[config.mk]
export PLATFORM = sky130hd
export DESIGN_NAME = fetch_seq_flat
export DESIGN_NICKNAME = d
export VERILOG_FILES = /design/src/rtl/fetch_pkg.sv /design/src/rtl/fetch_seq_if.sv /design/src/rtl/inst_fifo.sv /design/src/rtl/fetch_seq.sv /design/src/flat_wrapper.sv
export SDC_FILE = /design/constraint.sdc
export NUM_CORES = 1
export LEC_CHECK = 0
export ABC_AREA = 1
export CORE_UTILIZATION = 50
export CTS_BUF_LIST = sky130_fd_sc_hd__clkbuf_16
export CTS_CLUSTER_DIAMETER = 200
export DETAILED_ROUTE_END_ITERATION = 10
export PLACE_DENSITY = 0.73
export SETUP_SLACK_MARGIN = 0.15
export SLEW_MARGIN = 20
export SYNTH_ARGS = -nofsm -noshare
export SYNTH_HDL_FRONTEND = slang
export SYNTH_HIERARCHICAL = 1
export SYNTH_SLANG_ARGS = --single-unit
[constraint.sdc]
create_clock -name clk -period 7.65 [get_ports clk]
set_input_delay 1.53 -clock clk [delete_from_list [all_inputs] [get_ports clk]]
set_output_delay 1.53 -clock clk [all_outputs]
set_load 0.1 [all_outputs]
[src/rtl/fetch_pkg.sv]
// ============================================================================
// Module : fetch_pkg
// Brief  : Shared types and constants for the fetch sequencer.
// Rev    : 1.0  initial release
// ============================================================================
`default_nettype none

package fetch_pkg;

    typedef enum logic [1:0] {
        ST_BOOT = 2'd0,
        ST_RUN  = 2'd1,
        ST_HALT = 2'd2
    } state_t;

    localparam logic [5:0] C_HALT_OP_DEFAULT = 6'h3F;
    localparam int         C_OP_MSB          = 31;
    localparam int         C_OP_LSB          = 26;

endpackage

`default_nettype wire

[src/rtl/fetch_seq_if.sv]
// ============================================================================
// Module : fetch_seq_if
// Brief  : Instruction-memory, redirect and dispatch signals of fetch_seq.
// Rev    : 1.0  initial release
// ============================================================================
`default_nettype none

interface fetch_seq_if #(
    parameter int ADDR_W = 10,
    parameter int DEPTH  = 4
);
    localparam int C_CNT_W = $clog2(DEPTH) + 1;

    logic [ADDR_W-1:0]  imem_addr;
    logic [31:0]        imem_rdata;
    logic               redirect_valid;
    logic [ADDR_W-1:0]  redirect_pc;
    logic               deq_valid;
    logic               deq_ready;
    logic [31:0]        deq_inst;
    logic [ADDR_W-1:0]  deq_pc;
    logic [C_CNT_W-1:0] count;
    logic               halted;

    // master: the sequencer; slave: memory + dispatch side
    modport master (
        output imem_addr, deq_valid, deq_inst, deq_pc, count, halted,
        input  imem_rdata, redirect_valid, redirect_pc, deq_ready
    );

    modport slave (
        input  imem_addr, deq_valid, deq_inst, deq_pc, count, halted,
        output imem_rdata, redirect_valid, redirect_pc, deq_ready
    );

endinterface

`default_nettype wire

[src/rtl/inst_fifo.sv]
// ============================================================================
// Module : inst_fifo
// Brief  : Synchronous FIFO of {inst, pc} entries with clear and comb head.
// Rev    : 1.0  initial release
// ============================================================================
`default_nettype none

module inst_fifo #(
    parameter  int DEPTH   = 4,
    parameter  int ADDR_W  = 10,
    localparam int C_PTR_W = $clog2(DEPTH),
    localparam int C_CNT_W = C_PTR_W + 1
) (
    input  wire logic               clk,
    input  wire logic               rst,
    input  wire logic               i_push,
    input  wire logic               i_pop,
    input  wire logic               i_clear,
    input  wire logic [31:0]        i_inst,
    input  wire logic [ADDR_W-1:0]  i_pc,
    output logic      [C_CNT_W-1:0] o_count,
    output logic      [31:0]        o_head_inst,
    output logic      [ADDR_W-1:0]  o_head_pc
);

    logic [31:0]       r_inst [DEPTH];
    logic [ADDR_W-1:0] r_pc   [DEPTH];
    logic [C_CNT_W-1:0] r_wptr;
    logic [C_CNT_W-1:0] r_rptr;
    logic               w_empty;

    always_ff @(posedge clk or posedge rst) begin
        if (rst) begin
            r_wptr <= '0;
            r_rptr <= '0;
        end else if (i_clear) begin
            r_wptr <= '0;
            r_rptr <= '0;
        end else begin
            if (i_push) r_wptr <= r_wptr + 1'b1;
            if (i_pop)  r_rptr <= r_rptr + 1'b1;
        end
    end

    // A push into a full FIFO with a same-cycle pop reuses the slot being vacated
    always_ff @(posedge clk) begin
        if (i_push && !i_clear) begin
            r_inst[r_wptr[C_PTR_W-1:0]] <= i_inst;
            r_pc[r_wptr[C_PTR_W-1:0]]   <= i_pc;
        end
    end

    assign w_empty     = (r_wptr == r_rptr);
    assign o_count     = r_wptr - r_rptr;
    assign o_head_inst = w_empty ? '0 : r_inst[r_rptr[C_PTR_W-1:0]];
    assign o_head_pc   = w_empty ? '0 : r_pc[r_rptr[C_PTR_W-1:0]];

endmodule

`default_nettype wire

[src/rtl/fetch_seq.sv]
// ============================================================================
// Module : fetch_seq
// Brief  : PC owner, fetch FSM and redirect handling in front of dispatch.
//          Optional perf counters with FETCH_PERF_EN.
// Rev    : 1.0  initial release
// ============================================================================
`default_nettype none

module fetch_seq
    import fetch_pkg::*;
#(
    parameter int                DEPTH    = 4,
    parameter int                ADDR_W   = 10,
    parameter logic [ADDR_W-1:0] START_PC = '0,
    parameter logic [5:0]        HALT_OP  = C_HALT_OP_DEFAULT
) (
    input  wire logic   clk,
    input  wire logic   rst,
    fetch_seq_if.master bus
`ifdef FETCH_PERF_EN
    ,
    output logic [31:0] perf_fetched,
    output logic [31:0] perf_stall
`endif
);

    localparam int                 C_CNT_W = $clog2(DEPTH) + 1;
    localparam logic [C_CNT_W-1:0] C_FULL  = C_CNT_W'(DEPTH);

    state_t             r_state;
    state_t             w_state_nxt;
    logic [ADDR_W-1:0]  r_pc;
    logic [ADDR_W-1:0]  w_pc_nxt;
    logic [C_CNT_W-1:0] w_count;
    logic               w_deq;
    logic               w_enq;
    logic               w_is_halt;

    assign w_deq     = bus.deq_valid && bus.deq_ready;
    assign w_enq     = (r_state == ST_RUN) && !bus.redirect_valid &&
                       ((w_count < C_FULL) || w_deq);
    assign w_is_halt = (bus.imem_rdata[C_OP_MSB:C_OP_LSB] == HALT_OP);

    always_ff @(posedge clk or posedge rst) begin
        if (rst) begin
            r_state <= ST_BOOT;
            r_pc    <= START_PC;
        end else begin
            r_state <= w_state_nxt;
            r_pc    <= w_pc_nxt;
        end
    end

    // Redirect overrides everything, including HALT and BOOT
    always_comb begin
        w_state_nxt = r_state;
        w_pc_nxt    = r_pc;
        if (bus.redirect_valid) begin
            w_state_nxt = ST_RUN;
            w_pc_nxt    = bus.redirect_pc;
        end else begin
            case (r_state)
                ST_BOOT: w_state_nxt = ST_RUN;
                ST_RUN: begin
                    if (w_enq) begin
                        w_pc_nxt = r_pc + 1'b1;
                        if (w_is_halt) w_state_nxt = ST_HALT;
                    end
                end
                ST_HALT: w_state_nxt = ST_HALT;
                default: w_state_nxt = ST_BOOT;
            endcase
        end
    end

    inst_fifo #(
        .DEPTH  (DEPTH),
        .ADDR_W (ADDR_W)
    ) u_fifo (
        .clk         (clk),
        .rst         (rst),
        .i_push      (w_enq),
        .i_pop       (w_deq),
        .i_clear     (bus.redirect_valid),
        .i_inst      (bus.imem_rdata),
        .i_pc        (r_pc),
        .o_count     (w_count),
        .o_head_inst (bus.deq_inst),
        .o_head_pc   (bus.deq_pc)
    );

    assign bus.imem_addr = r_pc;
    assign bus.deq_valid = (w_count != '0);
    assign bus.count     = w_count;
    assign bus.halted    = (r_state == ST_HALT);

`ifdef FETCH_PERF_EN
    logic [31:0] r_perf_fetched;
    logic [31:0] r_perf_stall;

    always_ff @(posedge clk or posedge rst) begin
        if (rst) begin
            r_perf_fetched <= '0;
            r_perf_stall   <= '0;
        end else begin
            if (w_enq) r_perf_fetched <= r_perf_fetched + 32'd1;
            if ((r_state == ST_RUN) && (w_count == C_FULL) && !w_deq)
                r_perf_stall <= r_perf_stall + 32'd1;
        end
    end

    assign perf_fetched = r_perf_fetched;
    assign perf_stall   = r_perf_stall;
`endif

endmodule

`default_nettype wire

[src/flat_wrapper.sv]
// flat-port wrapper written by rule: the top's interface ports become plain ports
module fetch_seq_flat import fetch_pkg::*;
#(
    parameter int                DEPTH    = 4,
    parameter int                ADDR_W   = 10,
    parameter logic [ADDR_W-1:0] START_PC = '0,
    parameter logic [5:0]        HALT_OP  = C_HALT_OP_DEFAULT
)
  (clk, rst, bus_imem_addr, bus_deq_valid, bus_deq_inst, bus_deq_pc, bus_count, bus_halted, bus_imem_rdata, bus_redirect_valid, bus_redirect_pc, bus_deq_ready);
  fetch_seq_if #(.ADDR_W(ADDR_W), .DEPTH(DEPTH)) bus_i ();
  input  wire logic clk;
  input  wire logic rst;
  output wire logic [$bits(bus_i.imem_addr)-1:0] bus_imem_addr;
  output wire logic [$bits(bus_i.deq_valid)-1:0] bus_deq_valid;
  output wire logic [$bits(bus_i.deq_inst)-1:0] bus_deq_inst;
  output wire logic [$bits(bus_i.deq_pc)-1:0] bus_deq_pc;
  output wire logic [$bits(bus_i.count)-1:0] bus_count;
  output wire logic [$bits(bus_i.halted)-1:0] bus_halted;
  input wire logic [$bits(bus_i.imem_rdata)-1:0] bus_imem_rdata;
  input wire logic [$bits(bus_i.redirect_valid)-1:0] bus_redirect_valid;
  input wire logic [$bits(bus_i.redirect_pc)-1:0] bus_redirect_pc;
  input wire logic [$bits(bus_i.deq_ready)-1:0] bus_deq_ready;
  assign bus_imem_addr = bus_i.imem_addr;
  assign bus_deq_valid = bus_i.deq_valid;
  assign bus_deq_inst = bus_i.deq_inst;
  assign bus_deq_pc = bus_i.deq_pc;
  assign bus_count = bus_i.count;
  assign bus_halted = bus_i.halted;
  assign bus_i.imem_rdata = bus_imem_rdata;
  assign bus_i.redirect_valid = bus_redirect_valid;
  assign bus_i.redirect_pc = bus_redirect_pc;
  assign bus_i.deq_ready = bus_deq_ready;
  fetch_seq #(.DEPTH(DEPTH), .ADDR_W(ADDR_W), .START_PC(START_PC), .HALT_OP(HALT_OP)) u_core (.clk(clk), .rst(rst), .bus(bus_i));
endmodule
Word level (Yosys, flattened, before mapping)

Memory sizes are Yosys's and may differ from the RTL's.
Index checks and enable logic that the tools add are counted.

Bits in registers: 18
Bits in writable memories: 168
Input bits: 46
Output and inout port bits: 57
Logic and storage cells: 45
Memories kept: 2

Add/subtract/negate cells: 4
Magnitude comparators: 1
Equality and inequality tests: 6
Muxes and demuxes: 15
Reduce and logical (&&, ||, !) cells: 13

Memories:

| memory               | words | width | read ports | clocked after memory_dff | write ports | line            | RTL |
|---|---|---|---|---|---|---|---|
| u_core.u_fifo.r_inst | 4     | 32    | 1          | 0                        | 1           | inst_fifo.sv:26 | `logic [31:0] r_inst [DEPTH];` |
| u_core.u_fifo.r_pc   | 4     | 10    | 1          | 0                        | 1           | inst_fifo.sv:27 | `logic [ADDR_W-1:0] r_pc [DEPTH];` |

Operators by type and width:

| operator              | number |
|---|---|
| $mux 10               | 4 |
| $mux 32               | 1 |
| $mux 3                | 4 |
| $add 10x1->10 const B | 1 |
| $add 3x1->3 const B   | 2 |
| $eq 6x6->1 const B    | 1 |
| $mux 2                | 3 |
| $pmux 2 s3            | 1 |
| $reduce_bool 2->1     | 3 |
| $logic_and 1x1->1     | 4 |
| $reduce_and 2->1      | 2 |
| $eq 3x3->1            | 1 |
| $lt 3x3->1 const B    | 1 |
| $ne 3x2->1 const B    | 1 |
| $ne 3x3->1 const B    | 1 |
| $reduce_bool 3->1     | 1 |
| $sub 3x3->3           | 1 |
| $eq 2x1->1 const B    | 1 |
| $eq 2x2->1 const B    | 1 |
| $logic_not 2->1       | 1 |
| $mux 1                | 2 |
| $logic_not 1->1       | 1 |
| $logic_or 1x1->1      | 1 |

Logic depth before layout (Yosys ltp)

Word-level depth: 8
Gate-level depth with buffers: 11

Cells and area by module

Netlist, hierarchy kept.

By module, submodules not included:

| module    | times used | cells an instance | area each (sq um) | seq. area each (sq um) |
|---|---|---|---|---|
| inst_fifo | 1          | 715               | 7511.0            | 5195.0 |
| fetch_seq | 1          | 134               | 922.1             | 300.3 |

Worst setup path after synthesis

Ideal clock, no wire load.

Kind: register to output
Start point: register u_core.u_fifo.r_wptr[0]
End point: output port bus_deq_valid
Data arrival time: 3.493 ns
Data required time: 6.120 ns
Setup slack: 2.627 ns
Stages on the path, launching flop included: 7
Path buffers: 0
Cell sequence: dfrtp_1 inv_1 ha_1 fa_1 xor2_1 inv_2 nand3_1

Word-level cells in the longest chain between the ends: 2

RTL lines:

| item                   | line               | RTL |
|---|---|---|
| start, declared        | inst_fifo.sv:28    | `logic [C_CNT_W-1:0] r_wptr;` |
| start signal, assigned | inst_fifo.sv:40    | `if (i_push) r_wptr <= r_wptr + 1'b1;` |
| $sub 3x3->3            | inst_fifo.sv:54    | `assign o_count = r_wptr - r_rptr;` |
| net bus_count[2]       | flat_wrapper.sv:17 | `output wire logic [$bits(bus_i.count)-1:0] bus_count;` |
| $reduce_bool 3->1      | fetch_seq.sv:93    | `assign bus.deq_valid = (w_count != '0);` |
| end, declared          | flat_wrapper.sv:14 | `output wire logic [$bits(bus_i.deq_valid)-1:0] bus_deq_valid;` |

The timed path passes the listed nets, and every way through them passes these cells.

Final worst setup path

Start point: register u_core.u_fifo.r_rptr[1]
End point: output port bus_deq_inst[4]

Word-level cells in the longest chain between the ends: 2
Elaborated cells on any way between the ends: 3
Classes of those cells: 1 x eq/ne; 1 x mux; 1 x memory

RTL lines:

| item                                       | line               | RTL |
|---|---|---|
| start, declared                            | inst_fifo.sv:29    | `logic [C_CNT_W-1:0] r_rptr;` |
| start signal, assigned                     | inst_fifo.sv:41    | `if (i_pop) r_rptr <= r_rptr + 1'b1;` |
| $mem_v2 4x32 or $eq 3x3->1 (tied branches) | n/a                |  |
| $mux 32 (*)                                | inst_fifo.sv:55    | `assign o_head_inst = w_empty ? '0 : r_inst[r_rptr[C_PTR_W-1:0]];` |
| end, declared                              | flat_wrapper.sv:15 | `output wire logic [$bits(bus_i.deq_inst)-1:0] bus_deq_inst;` |

Every way passes the cells marked *; elsewhere a longest branch is shown, timed or not.

==> flow_metrics.tcl <==
set metrics [dict create \
    synth_xor_area_share_pct 0.104 \
    critPathRequiredTime_ns 6.12 \
    rsz0062_at_grt "no" \
    crit_path_end_kind "output port" \
    antenna_cells 0 \
    relSlewSlack_pct 34.7 \
    synthDistinctLibCells 27 \
    dpl.hpwl_mm 10.4 \
    fmax_ghz 0.193 \
    dieWidth_um 132 \
    setup_tns_ns 0 \
    r2r-end "u_core/u_fifo/r_inst[2][10]" \
    worst_slew_pin_slew_ns 0.976 \
    wirelength_mm 18.0 \
    synthAdderAreaFrac_pct 1.87 \
    cap_violations 0 \
    synth_area_per_cell_sq_um 9.93 \
    reg2reg_from "u_core/u_fifo/r_rptr[0]" \
    synth_top_family_by_area "simple AND/OR/NAND/NOR gates" \
    overflow 0 \
    critPathKind "register to output port" \
    cts.sinks 186 \
    htreeDepth 4 \
    reg2reg_slack_ns 3.90 \
    syn_nets 907 \
    grt_usage_pct 21.7 \
    post-route-min-period_ns 5.19 \
    synthMuxAreaShare_pct 0 \
    clock_skew_ns 0.00658 \
    nFillCells 1288 \
    die_y_um 132 \
    hold_end "u_core/u_fifo/r_wptr[2]" \
    hold_viol 0 \
    cts_resized 0 \
    area_growth_syn_to_layout_pct 23.0 \
    crit_start "u_core/u_fifo/r_rptr[1]" \
    fin_cells 1178 \
    path_max_fanout 44 \
    dieArea_sq_um 17400 \
    vias 5811 \
    cts_buffers 17 \
    drc 0 \
    post_route_cells_drive_above_1_share_pct 6.47 \
    finalSetupViolCount 0 \
    min_path_type "register to register" \
    nNetsFinal 1003 \
    reg2regPathDepth 9 \
    hp-start "u_core/u_fifo/r_wptr[2]" \
    io_pins 103 \
    worstPathArrival_ns 3.66 \
    holdWs_ns 0.561 \
    core_sq_um 16500 \
    period_share_pct 67.8 \
    first_iter_violations 413 \
    initial_utilization_pct 51.0 \
    drv_slew 0 \
    first_pass_iters 5 \
    syn_inst 849 \
    start_kind "register" \
    cts.path.max_buffers 2 \
    yosys.area_share.simple_pct 17.7 \
    cts_tree "yes" \
    worst_slack_ns 2.46 \
    gp_congestion 0.772 \
    yosys_warnings 6 \
    post-cts-setup-buffer-count 0 \
    clock_latency_ns 0.43 \
    ant_nets 0 \
    clk_pin_slew_ns 0.06 \
    cts_root_buffer "clkbuf_16" \
    viasPerCell 4.93 \
    grt_pass1_wl_mm 28.6 \
    antenna_found_initial 0 \
    wire_per_inst_um 15.3 \
    ys_seq_area_share_pct 65.2 \
    synth_compound_area_share_pct 4.12 \
    io_buffer_count 102 \
    grt_pass1_vias 5465 \
    cts_hold_repair.buffers 0 \
    hold_depth 2 \
    grt_max_degree 73 \
    dp.cells 1145 \
    fp-row-count 47 \
    status "finished, final reports clean" \
    dp_worst_setup_slack_ns 2.67 \
    netlist_area_sq_um 8430 \
    synth_seq_cells 186 \
]
Yosys cell counts, drive strengths merged:
library cell  number  share of area [%]
nand2            217                9.7
inv              204                9.1
edfxtp           168                 60
nand3            112                6.7
a21oi             48                2.8
buf               24                1.5
dfrtp             18                5.3
nor2              18                1.1
ha                11                1.6
clkbuf            10               0.45
o21ai              8               0.70
or2                3               0.22
o211ai             2               0.24
o21bai             2               0.18
a211oi             1              0.089
a31oi              1              0.074
fa                 1               0.24
xor2               1               0.10
worst max-delay path, cell delays in order (launching register included):
cell and delay (ns):
dfrtp_2 0.41, inv_2 0.69, ha_1 0.38, nand2_1 0.10, nor2_4 0.12, buf_16 0.19, a21oi_1 0.16, clkdlybuf4s50_1 1.15
flip-flops by register name, summed over array words and instances (netlist names):
register,flops
u_core/bus.imem_addr,10
u_core/u_fifo/r_inst,128
u_core/u_fifo/r_pc,40
u_core/r_state,2
u_core/u_fifo/r_rptr,3
u_core/u_fifo/r_wptr,3
how the worst max path moves through the flow:
stage / slack, ns / to / cells past startpoint
floorplan: 2.63 / bus_deq_valid / 6
global placement: 2.82 / bus_deq_inst[29] / 6
detailed placement: 2.67 / bus_deq_inst[19] / 6
CTS: 2.17 / bus_deq_inst[19] / 6
global route: 2.29 / bus_deq_inst[4] / 7
finish: 2.46 / bus_deq_inst[4] / 7
cell usage in the layout (no fill, tap or decap):
master,netlist,routed
bufinv_16,0,7
clkbuf_16,0,17
o21ai_2,2,2
dfrtp_1,18,16
clkinv_4,0,1
a211oi_1,1,1
o211ai_2,1,1
o211ai_1,1,1
clkinvlp_4,0,1
or2_2,1,1
inv_2,5,5
nor2_4,3,8
o21bai_1,2,2
inv_1,199,200
ha_1,11,11
a31oi_1,1,1
nand3_2,1,1
clkinv_1,0,1
o21ai_4,1,1
dfrtp_2,0,2
a21oi_1,48,48
xor2_1,1,1
edfxtp_1,168,168
clkinv_2,0,4
nand3_1,111,111
nor2_1,15,10
or2_1,2,2
buf_4,0,8
fa_1,1,1
buf_16,0,1
clkdlybuf4s50_1,0,102
nand2_2,2,2
nand2_1,215,215
o21ai_0,5,5
metrics by stage:
| stage | area, sq um | utilization (%) |
|---|---|---|
| 5_1_grt | 10400 | 62.8 |
| 3_3_place_gp | 9670 | 58.5 |
| 4_1_cts | 10300 | 62.6 |
| 2_1_floorplan | 8430 | - |
| 3_5_place_dp | 9670 | 58.5 |
| 6_report | 10400 | 62.8 |
layout make-up:
type	instances	area (sq um)	share of cell area, %
multi-input combinational	425	2050	19.7
clock inverter	15	254	2.45
tap	220	275	2.65
sequential	186	5500	53.0
inverter	204	766	7.38
clock buffer	17	425	4.10
timing repair buffer	111	1110	10.7
layer usage:
metal | part of all wire [%] | GRT usage [%] | up-vias
li1 | - | - | 2879
met2 | 49 | 36.4 | 168
met3 | 4.4 | 3.77 | 26
met1 | 45 | 28.2 | 2738
met5 | 0 | 0 | -
met4 | 1.6 | 8.40 | 0
cells by family (layout without fill, tap and decap cells):
logic type / Yosys count / count (layout)
adders and majority gates: 12 / 12
buffers and inverters: 238 / 347
AOI/OAI and AO/OA: 62 / 62
xor gates and xnor gates: 1 / 1
and+or+nand+nor: 350 / 350
DFF: 186 / 186
Power is left out: the tool's default activity adds up to more than one toggle a clock period on the data nets, which glitch-free logic cannot reach.
